$ cat src/rtl/mf_controller.sv
// Sequencing and display-scan controller for the 4-bit multifunction calculator:
// button sync/debounce, press resolution, operand latch, one-hot mode, digit multiplexing.

module mf_sync (
  input  logic clk,
  input  logic rst_n,
  input  logic d,
  output logic q
);
  logic meta;

  always_ff @(posedge clk) begin
    if (!rst_n) {q, meta} <= 2'b00;
    else        {q, meta} <= {meta, d};
  end
endmodule

module mf_controller #(
  parameter int DEB_CYCLES  = 16,
  parameter int SCAN_CYCLES = 8
) (
  input  logic       clk,
  input  logic       rst_n,
  input  logic       btn_add,
  input  logic       btn_cmp,
  input  logic       btn_max,
  input  logic       btn_min,
  input  logic       clr,
  input  logic [3:0] sw_a,
  input  logic [3:0] sw_b,
  input  logic [6:0] seg_h,
  input  logic [6:0] seg_l,
  output logic [3:0] op_a,
  output logic [3:0] op_b,
  output logic       m_add,
  output logic       m_cmp,
  output logic       m_max,
  output logic       m_min,
  output logic       start,
  output logic [6:0] seg_out,
  output logic [1:0] dig_sel
);
  localparam int NUM_BTN = 4;
  localparam int CW      = $clog2(DEB_CYCLES + 1);
  localparam int PW      = $clog2(SCAN_CYCLES + 1);

  typedef enum logic [1:0] {S_IDLE, S_ARM, S_REL, S_ACT} state_t;

  typedef struct packed {
    state_t               st;
    logic [CW-1:0]        cnt;
    logic [NUM_BTN-1:0]   snap;
    logic [NUM_BTN-1:0]   mode;
    logic [3:0]           op_a;
    logic [3:0]           op_b;
    logic                 start;
  } ctrl_t;

  logic [NUM_BTN-1:0] btn_raw, btn_s;
  ctrl_t              r, r_nx;
  logic [PW-1:0]      pc;
  logic               ph;

  // Bit order {add,cmp,max,min}: the MSB carries the highest priority.
  assign btn_raw = {btn_add, btn_cmp, btn_max, btn_min};

  for (genvar g = 0; g < NUM_BTN; g++) begin : g_sync
    mf_sync u_sync (.clk(clk), .rst_n(rst_n), .d(btn_raw[g]), .q(btn_s[g]));
  end

  function automatic logic [NUM_BTN-1:0] prio1h(input logic [NUM_BTN-1:0] s);
    casez (s)
      4'b1???: return 4'b1000;
      4'b01??: return 4'b0100;
      4'b001?: return 4'b0010;
      default: return {3'b000, s[0]};
    endcase
  endfunction

  always_ff @(posedge clk) begin
    if (!rst_n) r <= '0;
    else        r <= r_nx;
  end

  always_comb begin
    r_nx       = r;
    r_nx.start = 1'b0;
    case (r.st)
      S_IDLE, S_ACT: begin
        if (btn_s != '0) begin
          r_nx.st   = S_ARM;
          r_nx.snap = btn_s;
          r_nx.cnt  = CW'(1);
        end
      end
      S_ARM: begin
        if (btn_s == '0) begin
          // Aborted press: fall back without touching mode or operands.
          r_nx.st  = (r.mode != '0) ? S_ACT : S_IDLE;
          r_nx.cnt = '0;
        end else if (btn_s != r.snap) begin
          r_nx.snap = btn_s;
          r_nx.cnt  = CW'(1);
        end else if (r.cnt == CW'(DEB_CYCLES - 1)) begin
          r_nx.st    = S_REL;
          r_nx.cnt   = '0;
          r_nx.mode  = prio1h(r.snap);
          r_nx.op_a  = sw_a;
          r_nx.op_b  = sw_b;
          r_nx.start = 1'b1;
        end else begin
          r_nx.cnt = r.cnt + CW'(1);
        end
      end
      S_REL: begin
        if (btn_s != '0) begin
          r_nx.cnt = '0;
        end else if (r.cnt == CW'(DEB_CYCLES - 1)) begin
          r_nx.st  = S_ACT;
          r_nx.cnt = '0;
        end else begin
          r_nx.cnt = r.cnt + CW'(1);
        end
      end
      default: r_nx.st = S_IDLE;
    endcase
    if (clr) begin
      r_nx.st    = S_IDLE;
      r_nx.cnt   = '0;
      r_nx.mode  = '0;
      r_nx.op_a  = '0;
      r_nx.op_b  = '0;
      r_nx.start = 1'b0;
    end
  end

  // Free-running scan; never restarted by mode changes.
  always_ff @(posedge clk) begin
    if (!rst_n) begin
      pc      <= '0;
      ph      <= 1'b0;
      seg_out <= 7'h00;
      dig_sel <= 2'b11;
    end else begin
      if (pc == PW'(SCAN_CYCLES - 1)) begin
        pc <= '0;
        ph <= ~ph;
      end else begin
        pc <= pc + PW'(1);
      end
      if (r.mode != '0) begin
        seg_out <= ph ? seg_l : seg_h;
        dig_sel <= ph ? 2'b10 : 2'b01;
      end else begin
        seg_out <= 7'h00;
        dig_sel <= 2'b11;
      end
    end
  end

  assign {m_add, m_cmp, m_max, m_min} = r.mode;
  assign op_a  = r.op_a;
  assign op_b  = r.op_b;
  assign start = r.start;
endmodule

$ cat config.mk
export PLATFORM = sky130hd
export DESIGN_NAME = mf_controller
export DESIGN_NICKNAME = d
export VERILOG_FILES = /design/src/rtl/mf_controller.sv
export SDC_FILE = /design/constraint.sdc
export NUM_CORES = 1
export LEC_CHECK = 0
export CORE_UTILIZATION = 48
export CTS_CLUSTER_DIAMETER = 30
export DETAILED_ROUTE_END_ITERATION = 12
export GPL_TIMING_DRIVEN = 0
export PLACE_DENSITY = 0.85
export SYNTH_ARGS = -nofsm -noshare
export SYNTH_HDL_FRONTEND = slang
export SYNTH_HIERARCHICAL = 1
export SYNTH_SLANG_ARGS = --single-unit
$ cat constraint.sdc
create_clock -name clk -period 1.8 [get_ports clk]
set_input_delay 0.18 -clock clk [delete_from_list [all_inputs] [get_ports clk]]
set_output_delay 0.18 -clock clk [all_outputs]
set_load 0.05 [all_outputs]
# After elaboration in Yosys (flattened, before gate mapping)
# Cells that the tools add are included.
[totals] register_bits=46 in_bits=29 output_inout_bits=22 wordCells=73
[op_classes] n_addsub=2 n_eq_ne=15 n_mux=19 bitwise=5 reduce_logical=13
[ops] cell="2-to-1 mux 13 bit" n=2
[ops] cell="case mux 7 bit (3 select lines)" n=1
[ops] cell="2-to-1 mux 17 bit" n=1
[ops] cell="2-to-1 mux 5 bit" n=3
[ops] cell="2-to-1 mux 7 bit" n=2
[ops] cell="2-to-1 mux 2 bit" n=6
[ops] cell="case mux 4 bit (3 select lines)" n=1
[ops] cell="2-to-1 mux 11 bit" n=1
[ops] cell="inequality test 2 bit (second input constant)" n=5
[ops] cell="case mux 4 bit (2 select lines)" n=1
[ops] cell="AND reduction 4 bit" n=2
[ops] cell="nonzero test 4 bit" n=2
[ops] cell="inequality test 3 bit (second input constant)" n=2
[ops] cell="OR reduction 2 bit" n=3
[ops] cell="adder 5 x 1 -> 5 bit (second input constant)" n=1
[ops] cell="equality test 5 x 4 -> 1 bit (second input constant)" n=1
[ops] cell="NOT 1 bit" n=5
[ops] cell="AND reduction 5 bit" n=1
[ops] cell="OR reduction 5 bit" n=1
[ops] cell="adder 4 x 1 -> 4 bit (second input constant)" n=1
[ops] cell="equality test 2 x 1 -> 1 bit (second input constant)" n=2
[ops] cell="equality test 2 bit (second input constant)" n=2
[ops] cell="equality test 4 x 3 -> 1 bit (second input constant)" n=1
[ops] cell="logical NOT 4 bit" n=1
[ops] cell="other kinds (6)" n=6

# Longest topological paths before layout
[depth] word_depth=6 mapped_depth=7 depth_no_buf=6

# Cells and area by module
# The synthesis kept the hierarchy.
[by_module_without_submodules] mod="mf_controller" n_inst=1 cells_per_inst=200 area_per_inst_um2=1781.7 seq_area_each_um2=760.7
[by_module_without_submodules] mod="mf_sync" n_inst=4 cells_per_inst=4 area_per_inst_um2=52.6 seq_area_each_um2=40.0

# Least setup slack after synthesis
# Ideal clock, no wire load.
[synth_path] path_kind="register -> register" from="reg r (netlist bit m_add)" to="reg r[22] (netlist name)" setup_ps=127 t_arrival_ps=1565 required_time_ps=1673 path_slack_ps=108 stages_incl_launch_ff=5 n_path_buf=0 synth_period_minus_slack_ps=1692 cell_sequence="dfxtp_1 or4_1 a311o_2 nand2_1 mux2i_1"
[synth_via] elab_chain_cells=4
[synth_lines] element="start, declared" line_no="60" rtl="ctrl_t r, r_nx;"
[synth_lines] element="start signal, assigned" line_no="82" rtl="else r <= r_nx;"
[synth_lines] element="nonzero test 4 bit" line_no="99" rtl="r_nx.st = (r.mode != '0) ? S_ACT : S_IDLE;"
[synth_lines] element="2-to-1 mux 2 bit" line_no="99"
[synth_lines] element="2-to-1 mux 7 bit" line_no="97" rtl="if (btn_s == '0) begin"
[synth_lines] element="case mux 7 bit (3 select lines)" line_no="88" rtl="case (r.st)"
# No other way between the ends.
# A chain may end at the register's enable or synchronous reset.

# Worst setup path after layout
[layout_path] from="reg r (netlist bit op_b[0])" to="out op_b[0]"
[layout_rtl] element="end, declared" line_no="34" rtl="output logic [3:0] op_b,"
# No word-level cell between the ends.

==> qor.txt <==
FF-to-FF path depth - 6
Die Y-Extent - 66.4 µm
HP Class - flop to flop
Ant diodes - 0
Initial antenna violation count - 0
Critical Path Source Type - flop
Flops & latches, synth - 46
Clock Skew - 0.00353 ns
Vias - 1,754
CP peak stage delay - 0.78 ns
Worst Hold End - g_sync[1].u_sync/q
Gpl congestion - 0.878
Pleak - 0.972 nW
Fin crit share - 0.943
DRC viols - 0
Area growth, synth to finish - 35.9%
WS Path Type - flop to output port
Post-layout worst setup margin - 0.103 ns
Core Rows - 23
CP arrival - 1.52 ns
CTS tree - built
Drt initial violations - 84
Slowest-stage cell, CP - clkdlybuf4s50_1
Worst-path clk slew - 0.08 ns
Top-count cell post-synth - dfxtp_1
Clk buf depth - 2
Worst EP required - 1.62 ns
Post-synth top cells - dfxtp_1 (46), a21oi_1 (16), nand2_1 (16), o21ai_0 (16)
Yosys warns - 6
Routed Antenna Nets - 0
Max-cap violations - 0
Power per cell area - 722 mW/mm²
Post-synth EDFFs - 0
Pre-antenna DRT Iters - 4
Top cells by area, synth - dfxtp_1 (46%), mux2i_1 (6.5%), a21oi_1 (4.0%), o21ai_0 (4.0%), nand3_1 (3.3%)
Top cell type by total area after synthesis - dfxtp_1
Tightest Pin Transition - 0.600 ns
Util after Layout - 0.677
Library cells used by synthesis - 45
Root Buffer - clkbuf_8
Die width - 66.4 µm
Pre-CTS WS - -0.192 ns
Final setup fails - 0
Reg2reg setup slack - 0.13 ns
Core area - 0.00400 mm²
Final Total Pwr - 1.95 mW
Worst Hold Launch - g_sync[1].u_sync/meta
CP endpoint kind - output port
Die ar. - 0.00441 mm²
Crit-path max FO - 2
Cells after DPL - 316
Async set-reset flop share out of synthesis - 0
Share of the synthesized area in the top cell type - 0.462
TritonCTS Buffers - 5
IR drop worst, VDD - 0.000682 V
Syn_area_per_cell - 9.22 µm²
Final WL - 4130 µm
Mapped Cells - 216
Layout cell share with drive strength beyond 1 - 0.133
Tmin final - 1.70 ns
First-pass GRT wire length - 6800 µm
Routed WL per cell - 12.6 µm
Total clock sinks - 46
Final net count - 310
I/O Buffers - 50
Mapped Nets - 249
Total gr overflow - 0
Synth Flop Type - dfxtp_1
Result of the run - finished, final reports clean
Number of global-route vias before repair - 1,562
Hold Fails Final Rpt - 0
H-tree levels - 2
Fin cells - 328
Share of the yosys chip area belonging to registers - 0.462
Fin. max-slew vios - 0
Clk Latency, worst-skew pair - 0.29 ns
Hold depth - 1
Starting Density - 0.498
Max transition margin - 0.600
Largest net degree at the start of global routing - 15
Dpl hpwl - 2980 µm
GRT Overall Usage - 0.204
Synthesized area - 0.00199 mm²
F_max - 589 MHz
Reg2reg end - op_a[0]
Reg-to-Reg Start - g_sync[3].u_sync/q
Critical Path, Cell by Cell - buf_4 > clkdlybuf4s50_1
Num ports - 51
Drt via density - 5.35
[critical path, delay by kind of cell (launching register included)]
family | cells | cell delay [ns]
buffers and inverters | 2 | 0.88
flip-flops | 1 | 0.34
[stage by stage]
stage	hold slack [ns]	TNS (ns)	cell area, µm²
final	0.431	0	2710
after global routing	0.443	-0.00871	2710
after CTS	0.431	0	2660
after detailed placement	0.411	-2.05	2550
after global placement	0.410	-1.55	2550
after floorplan	0.302	0	1990
[final cells by class]
class                           count  area (µm²)
Fill cell                         323        1290
Multi-Input combinational cell    147         973
Sequential cell                    46         922
Timing Repair Buffer               54         531
Buffer                             20         113
Clock buffer                        7        86.3
Tap cell                           50        62.6
Inverter                            3        11.3
Clock inverter                      1        8.76
[placed cells by master, fill, tap and decap left out, types with 2 or more instances in the layout]
cell type and n:
or4_1 2, dfxtp_1 45, a32o_1 2, nor3_1 4, o21ai_0 15, ha_1 2
inv_1 3, clkbuf_1 6, nand4b_1 2, nor2_1 11, clkdlybuf4s50_1 50, nand2_1 16
clkbuf_2 3, and2_1 10, nand3_1 13, buf_4 12, nand3b_1 2, mux2i_1 13
clkbuf_8 6, a221oi_1 2, nand4_1 3, nor2b_1 3, ha_2 2, buf_2 3
a21oi_1 16, xnor2_1 6
[timing repair]
action | CTS | global route
hold buffers | 0 | 0
resized for setup | 1 | 10
setup endpoints to repair | 4 | 14
pin swaps | 0 | 1
buffers inserted | 0 | 4
gates cloned | 0 | 0
[state kept, by name, indices dropped and copies added, names as in the netlist, 2 cells and up]
name and count:
pc 4, op_b 4, seg_out 7, op_a 4, g_sync.u_sync/q 4, r 11, dig_sel 2, g_sync.u_sync/meta 4
[kinds of logic (layout without fill, tap and decap cells)]
family                     count (synthesis)  in the layout  share of synthesized area
DFF                                       46             46                      0.462
adders and majority gates                  4              4                     0.0251
and+or+nand+nor                           76             76                      0.207
muxes                                     13             13                     0.0653
AOI/OAI and AO/OA                         47             47                      0.149
xor gates and xnor gates                   7              7                     0.0308
buffers and inverters                     23             85                     0.0609
[how the worst max path moves through the flow]
stage	start	to	slack (ns)	cells past startpoint
after floorplan	m_add	r[22]	0.11	4
after global routing	g_sync[3].u_sync/q	m_min	-0.005	6
after CTS	r[17]	op_a[0]	0.05	6
after global placement	rst_n	m_cmp	-0.14	6
final	op_b[0]	op_b[0]	0.10	2
after detailed placement	rst_n	op_a[1]	-0.19	6
[power by group]
part           total, mW  leakage [nW]  switching (mW)  internal [mW]
registers           1.06         0.374          0.0207           1.04
clock network      0.649        0.0489           0.332          0.317
logic              0.246         0.549           0.120          0.126
total               1.95         0.972           0.473           1.48
[metal layers]
metal / up-vias / GRT usage / routed length (µm) / share of wire
li1: 884 / - / - / -
met1: 803 / 0.244 / 1870 / 0.45
met2: 63 / 0.346 / 1990 / 0.48
met3: 4 / 0.0603 / 227 / 0.055
met4: 0 / 0.0665 / 45 / 0.011
met5: - / 0 / 0 / 0
Power figures use the tool's default switching activity.
